===== src/rtl/imem_boot_loader.sv =====
// Run-time instruction memory loader: packs a byte stream into words,
// writes them to consecutive addresses and holds the core in reset meanwhile.
module imem_boot_loader #(
    parameter int ADDR_W = 16
) (
    input  logic            clk,
    input  logic            rst_n,
    input  logic            start,
    input  logic [ADDR_W:0] word_count,
    input  logic [7:0]      rx_data,
    input  logic            rx_valid,
    output logic            rx_ready,
    output logic            mem_we,
    output logic [31:0]     mem_addr,
    output logic [31:0]     mem_wdata,
    output logic            cpu_rst_n,
    output logic            busy,
    output logic            done,
    output logic            err
);

    typedef enum logic [1:0] {
        IDLE  = 2'd0,
        RECV  = 2'd1,
        WRITE = 2'd2,
        DONE  = 2'd3
    } state_t;

    localparam logic [ADDR_W:0] MAX_WORDS = {1'b1, {ADDR_W{1'b0}}};
    localparam logic [ADDR_W:0] ONE       = {{ADDR_W{1'b0}}, 1'b1};

    state_t          state_q, state_d;
    logic [ADDR_W:0] count_q, count_d;
    logic [ADDR_W:0] idx_q, idx_d;
    logic [1:0]      bcnt_q, bcnt_d;
    logic [31:0]     word_q, word_d;
    logic [31:0]     addr_q, addr_d;
    logic [31:0]     wdata_q, wdata_d;
    logic            err_q, err_d;
    logic            bad_count;

    assign bad_count = (word_count == '0) || (word_count > MAX_WORDS);

    // State and datapath registers; reset discards any partial word.
    always_ff @(posedge clk or negedge rst_n) begin
        if (!rst_n) begin
            state_q <= IDLE;
            count_q <= '0;
            idx_q   <= '0;
            bcnt_q  <= '0;
            word_q  <= '0;
            addr_q  <= '0;
            wdata_q <= '0;
            err_q   <= 1'b0;
        end else begin
            state_q <= state_d;
            count_q <= count_d;
            idx_q   <= idx_d;
            bcnt_q  <= bcnt_d;
            word_q  <= word_d;
            addr_q  <= addr_d;
            wdata_q <= wdata_d;
            err_q   <= err_d;
        end
    end

    // Next state: start handling, little-endian byte packing, word writes.
    always_comb begin
        state_d = state_q;
        count_d = count_q;
        idx_d   = idx_q;
        bcnt_d  = bcnt_q;
        word_d  = word_q;
        addr_d  = addr_q;
        wdata_d = wdata_q;
        err_d   = err_q;
        unique case (state_q)
            IDLE, DONE: begin
                if (start) begin
                    count_d = word_count;
                    idx_d   = '0;
                    bcnt_d  = '0;
                    word_d  = '0;
                    err_d   = bad_count;
                    state_d = bad_count ? DONE : RECV;
                end
            end
            RECV: begin
                if (rx_valid) begin
                    unique case (bcnt_q)
                        2'd0: word_d[7:0]   = rx_data;
                        2'd1: word_d[15:8]  = rx_data;
                        2'd2: word_d[23:16] = rx_data;
                        2'd3: word_d[31:24] = rx_data;
                    endcase
                    bcnt_d = bcnt_q + 2'd1;
                    if (bcnt_q == 2'd3) begin
                        addr_d  = 32'({idx_q, 2'b00});
                        wdata_d = {rx_data, word_q[23:0]};
                        state_d = WRITE;
                    end
                end
            end
            WRITE: begin
                idx_d   = idx_q + ONE;
                bcnt_d  = '0;
                word_d  = '0;
                state_d = (idx_q + ONE == count_q) ? DONE : RECV;
            end
        endcase
    end

    // Outputs decoded from the current state; address/data hold between writes.
    always_comb begin
        rx_ready  = 1'b0;
        mem_we    = 1'b0;
        busy      = 1'b0;
        done      = 1'b0;
        cpu_rst_n = 1'b0;
        unique case (state_q)
            IDLE:  ;
            RECV: begin
                rx_ready = 1'b1;
                busy     = 1'b1;
            end
            WRITE: begin
                mem_we = 1'b1;
                busy   = 1'b1;
            end
            DONE: begin
                done      = 1'b1;
                cpu_rst_n = 1'b1;
            end
        endcase
        mem_addr  = addr_q;
        mem_wdata = wdata_q;
        err       = err_q;
    end

endmodule


===== config.mk =====
export PLATFORM = sky130hd
export DESIGN_NAME = imem_boot_loader
export DESIGN_NICKNAME = d
export VERILOG_FILES = /design/src/rtl/imem_boot_loader.sv
export SDC_FILE = /design/constraint.sdc
export NUM_CORES = 1
export LEC_CHECK = 0
export ABC_AREA = 1
export CAP_MARGIN = 20
export CORE_UTILIZATION = 45
export DETAILED_ROUTE_END_ITERATION = 6
export PLACE_DENSITY = 0.7
export REMOVE_ABC_BUFFERS = 1
export SYNTH_ARGS = -nofsm -noshare
export SYNTH_HDL_FRONTEND = slang
export SYNTH_SLANG_ARGS = --single-unit

===== constraint.sdc =====
create_clock -name clk -period 1.9 [get_ports clk]
set_input_delay 0.285 -clock clk [delete_from_list [all_inputs] [get_ports clk]]
set_output_delay 0.285 -clock clk [all_outputs]
set_load 0.01 [all_outputs]

# Word-level counts from Yosys, hierarchy flattened
# Cells that the tools add are included.
[classes] n_addsub=2 magnitude_cmp=1 n_eq_ne=13 n_mux=21 reduce_logical=15
[ops] cell="24-bit case mux with 3 select lines" count=1
[ops] cell="24-bit 2-to-1 mux" count=2
[ops] cell="17-bit case mux with 2 select lines" count=1
[ops] cell="8-bit 2-to-1 mux" count=3
[ops] cell="17-bit by 1-bit adder with 17-bit output, second input constant" count=1
[ops] cell="17-bit equality test" count=1
[ops] cell="17-bit greater-than comparator, second input constant" count=1
[ops] cell="17-bit logical NOT" count=1
[ops] cell="17-bit 2-to-1 mux" count=1
[ops] cell="3-bit AND reduction" count=5
[ops] cell="2-bit 2-to-1 mux" count=7
[ops] cell="2-bit case mux with 3 select lines" count=2
[ops] cell="2-bit equality test, second input constant" count=4
[ops] cell="2-bit by 1-bit != test with 1-bit output, second input constant" count=3
[ops] cell="2-bit != test, second input constant" count=3
[ops] cell="2-bit AND reduction" count=3
[ops] cell="2-bit by 1-bit equality test with 1-bit output, second input constant" count=2
[ops] cell="2-bit logical NOT" count=2
[ops] cell="1-bit 2-to-1 mux" count=4
[ops] cell="2-bit OR reduction" count=2
[ops] cell="2-bit by 1-bit adder with 2-bit output, second input constant" count=1
[ops] cell="2-bit nonzero test" count=1
[ops] cell="1-bit logical OR" count=1
[totals] ff_bits=112

# Longest topological paths before layout
[depth] ltp_word=5 mapped_depth=15 depth_no_buf=15

# Worst setup path after synthesis
# OpenSTA, ideal clock, no wires.
[synth_path] kind="register -> register" from="reg state_q[0]" to="reg word_q[6]" setup_time_ns=0.126 t_arrival_ns=1.692 required_time_ns=1.774 setup_slack_ns=0.081 stages_incl_launch_ff=13 n_path_buf=2 period_less_slack_ns=1.819 cell_sequence="dfrtp_1 -> inv_1 -> ha_1 -> buf_2 -> inv_1 -> nor2_1 -> inv_1 -> nand2_1 -> inv_1 -> o21ai_2 -> buf_2 -> nand2_1 -> o21ai_0"
[synth_between] elab_chain_cells=4 word_cells_on_any_way=10 classes_between="6 x eq/ne; 1 x mux; 3 x reduce/logical"
[synth_lines] item="start, declared" line="32" rtl="state_t state_q, state_d;"
[synth_lines] item="start signal, assigned" line="56" rtl="state_q <= state_d;"
[synth_lines] item="2-bit equality test / 2-bit logical NOT (equally long branches)" line="77" rtl="unique case (state_q)"
[synth_lines] item="2-bit OR reduction" line="77"
[synth_lines] item="2-bit != test (no source line)"
[synth_lines] item="3-bit AND reduction (no source line)"
[synth_lines] item="end signal, assigned" line="60" rtl="word_q <= word_d;"
[synth_lines] item="end, declared" line="36" rtl="logic [31:0] word_q, word_d;"
# Parallel ways exist; a longest one is shown, timed or not.
# A chain may end at the register's enable or synchronous reset.

# Worst setup path after layout
[layout_path] from="reg state_q[1]" to="reg count_q[11]"
[layout_between] elab_chain_cells=3 word_cells_on_any_way=4 classes_between="1 x eq/ne; 3 x reduce/logical"
[layout_lines] item="2-bit equality test / 2-bit logical NOT (equally long branches)" line="77"
[layout_lines] item="2-bit OR reduction *" line="77"
[layout_lines] item="2-bit AND reduction (no source line) *"
[layout_lines] item="end signal, assigned" line="57" rtl="count_q <= count_d;"
[layout_lines] item="end, declared" line="33" rtl="logic [ADDR_W:0] count_q, count_d;"
# Mark *: on every way between the ends. The rest lies on a longest branch, timed or not.

==> reports/results.md <==
• 550 — Synth Instances
• 0.000820 V — worst IR drop on VDD
• 0.00824 ns — Worst Skew
• 47.1% — Initial Util
• input pin to async pin — Tightest Hold Check Type
• 49 — maximum number of pins on one net before global-route repair
• 30 — count of cell types in the netlist
• 100% — Post-synth ARST share
• 543 MHz — timing-limited maximum frequency
• 746 microns — met3 WL
• done — TritonCTS clock tree
• 0 — remaining routing DRC violations
• 0 — final hold violation count
• 0 — antenna violations before repair
• 6300 sq um — post-placement cell area
• 0 — number of enable-type register cells in the synthesized netlist
• 61.3% — Util after Layout
• 12000 sq um — floorplan die area
• clkbuf_16 — Root Buffer Master
• 2 — maximum number of buffers from clock root to sink
• yes — unrepaired setup endpoints after global routing
• 0.35 ns — worst-skew pair later-pin latency
• 944 — fillcell total
• met4 — top routing layer in use
• 15.0 microns — routed wirelength normalized by instance count
• 0.42 ns — slowest cell delay on critical path
• 2.07 ns — Worst EP arrival
• dfrtp_1 — most used flip-flop cell after synthesis
• 12000 microns — aggregate routed wire length
• 0 — count of inserted antenna diode cells
• 19700 microns — global-route wire length before repair
• 696 — number of nets in the finished design
• 18.4% — ratio of cells with drive above 1 in the final layout
• 1330 nW/um^2 — power per unit of standard cell area
• buf_4 > ha_1 > buf_4 > nand2_1 > buf_12 > mux2_2 — Critical Path, Cell by Cell
• 5 — DRT Pass-1 Iters
• 0 — count of antenna-violating nets left after detailed routing
• 5080 microns — Met1 Routed Length
• 0 — endpoints failing setup
• 5.14 — Avg Vias per Cell
• 0 — GRT overflow
• 2.13 ns — worst path required time
• 53.9% — portion of synthesized cell area occupied by the leading cell type
• complete, no violations — run status
• 4124 — total via count after detailed routing
• 83 — I/O Buffers
• 0.869 — gpl congestion
• 9 — number of buffers created by CTS
• 8710 microns — detailed placer's ending HPWL
• 53.9% — portion of the post-synthesis area used by sequential elements
• flop — startpoint class of the critical path
• dfrtp_1 — Critical Path Slowest Stage Cell
• 97.0% — Final period util
• 109 microns — horizontal die dimension
• 9.02 mW — overall power
• 38 — # rows
• 0 — MaxCap Viol Count
• 151 — count of routing violations after the opening detailed-route iteration
• 109 microns — overall die height
• 9.45 sq um — Mapped Avg Cell Area
• 99 — ports placed on the boundary
• 30.2% — area growth from synthesis to final layout
• flop — kind of capture point of the worst setup path
• buffers and inverters — Crit path max-delay family
• 112 — # clock sinks
• 1.84 ns — crit path time final
• 6760 sq um — Layout Cell Area excl Fill
• 0 — max-slew violation count
• 3 — H-tree depth
• 0 ns — summed negative setup slack over all endpoints
• 3.14 nW — leakage power of the design
• dfrtp_1 — top cell type by total area after synthesis
• 16 — CP Max Fanout
• 5190 sq um — post-synthesis instance area
• buf_4 — cell with the most instances on the worst path
• 0.08 ns — clock transition at the register clock pins on the worst setup and hold paths after CTS
• dfrtp_1, nand2_1, mux2_2 — most area-consuming cells after synthesis
• 3 — Buf+Inv Stages, Crit Path
• 0 — Synth warnings
• 11000 sq um — core region area
• flop to flop — critical path class
• 6000 microns — met2 routed WL
• 4213 — vias in the first global route
• 112 — flip-flop and latch count after synthesis
• 21.5% — GRT Util Overall
[stage by stage]
step	setup WS, ns	hold WS [ns]	std cells
4_1_cts	0.00598	0.415	797
3_3_place_gp	0.0232	0.244	777
2_1_floorplan	-1.11	-0.0106	531
3_5_place_dp	0.00252	0.247	777
5_1_grt	-0.0673	0.449	803
6_report	0.0572	0.411	803
[layout by cell type (no fill, tap or decap), drive strengths merged]
cell           instances
nand2                143
dfrtp                112
clkdlybuf4s50         77
o21ai                 61
inv                   50
mux2                  38
nand3                 35
buf                   32
nor2                  31
conb                  15
o22ai                 13
clkbuf                11
ha                     9
nand3b                 7
nand4                  6
a21oi                  6
nor4                   4
dlygate4sd2            4
xor2                   2
and2                   1
or2                    1
xnor2                  1
xnor3                  1
nor3                   1
clkinvlp               1
dlygate4sd3            1
[report_power, final]
group	internal [mW]	total (mW)	leakage [nW]	switching, mW
clock network	0.929	1.84	0.139	0.912
logic	1.66	3.60	1.51	1.94
registers	3.11	3.58	1.49	0.471
total	5.69	9.02	3.14	3.33
[layer usage]
metal,vias to the layer above,global-route usage [%]
met3,19,5.81
met2,122,36.7
li1,2006,-
met4,0,6.10
met5,-,0
met1,1977,26.8
[logic make-up after synthesis]
kind of cell | share of synthesized area (%)
mux | 8.24
flops | 53.9
fa+ha+maj | 2.17
other cells | 0.0722
simple gates | 19.5
xor+xnor | 0.939
buf+inv | 6.96
compound gates | 8.21
[timing repair]
| item | CTS | global route |
|---|---|---|
| gates cloned | 0 | 1 |
| hold buffers | 1 | 0 |
| endpoints found under the setup margin | 3 | 31 |
| gates resized for setup | 10 | 27 |
| setup buffers | 3 | 5 |
| endpoints found under the hold margin | 26 | 0 |
| pin swaps | 0 | 5 |
[path summary, 6_finish.rpt]
check                       startpoint       endpoint  slack, ns  depth (start not counted)
setup / recovery            state_q[1]    count_q[11]       0.06                          6
hold / removal                   rst_n    mem_addr[5]       0.41                          2
setup reg to reg            state_q[1]    count_q[11]       0.06                          6
hold reg to reg            mem_addr[5]    mem_addr[5]       0.48                          2
max in group asynchronous        rst_n  mem_wdata[16]       0.91                          3
min in group clk           mem_addr[5]    mem_addr[5]       0.48                          2
[flip-flops by register name, summed over array words and instances, names as in the netlist]
register	count
bcnt_q	2
err	1
count_q	17
mem_wdata	32
mem_addr	17
idx_q	17
state_q	2
word_q	24
[cells in the mapped netlist, types with 3 or more instances]
| library cell | n |
|---|---|
| nand2_1 | 138 |
| ha_1 | 9 |
| inv_1 | 42 |
| nand4_1 | 6 |
| nor4_1 | 4 |
| o21ai_0 | 52 |
| o22ai_1 | 13 |
| o21ai_1 | 4 |
| nand3_1 | 34 |
| nor2_1 | 26 |
| buf_2 | 7 |
| mux2_2 | 38 |
| dfrtp_1 | 112 |
| o21ai_2 | 4 |
| a21oi_1 | 6 |
| nand2_2 | 5 |
| inv_2 | 3 |
| clkbuf_1 | 10 |
| nand3b_1 | 7 |
| nor2_4 | 4 |
| buf_4 | 16 |
[cell type report]
class	count	area, sq um	area share [%]
flip-flops and latches	112	2810	41.5
well taps	140	175	2.59
inverters	45	171	2.53
repair buffers	115	1130	16.8
multi-input cells	375	2190	32.3
clock buffers	10	229	3.39
clock inverters	6	58.8	0.870
(Power assumes the default switching activity.)
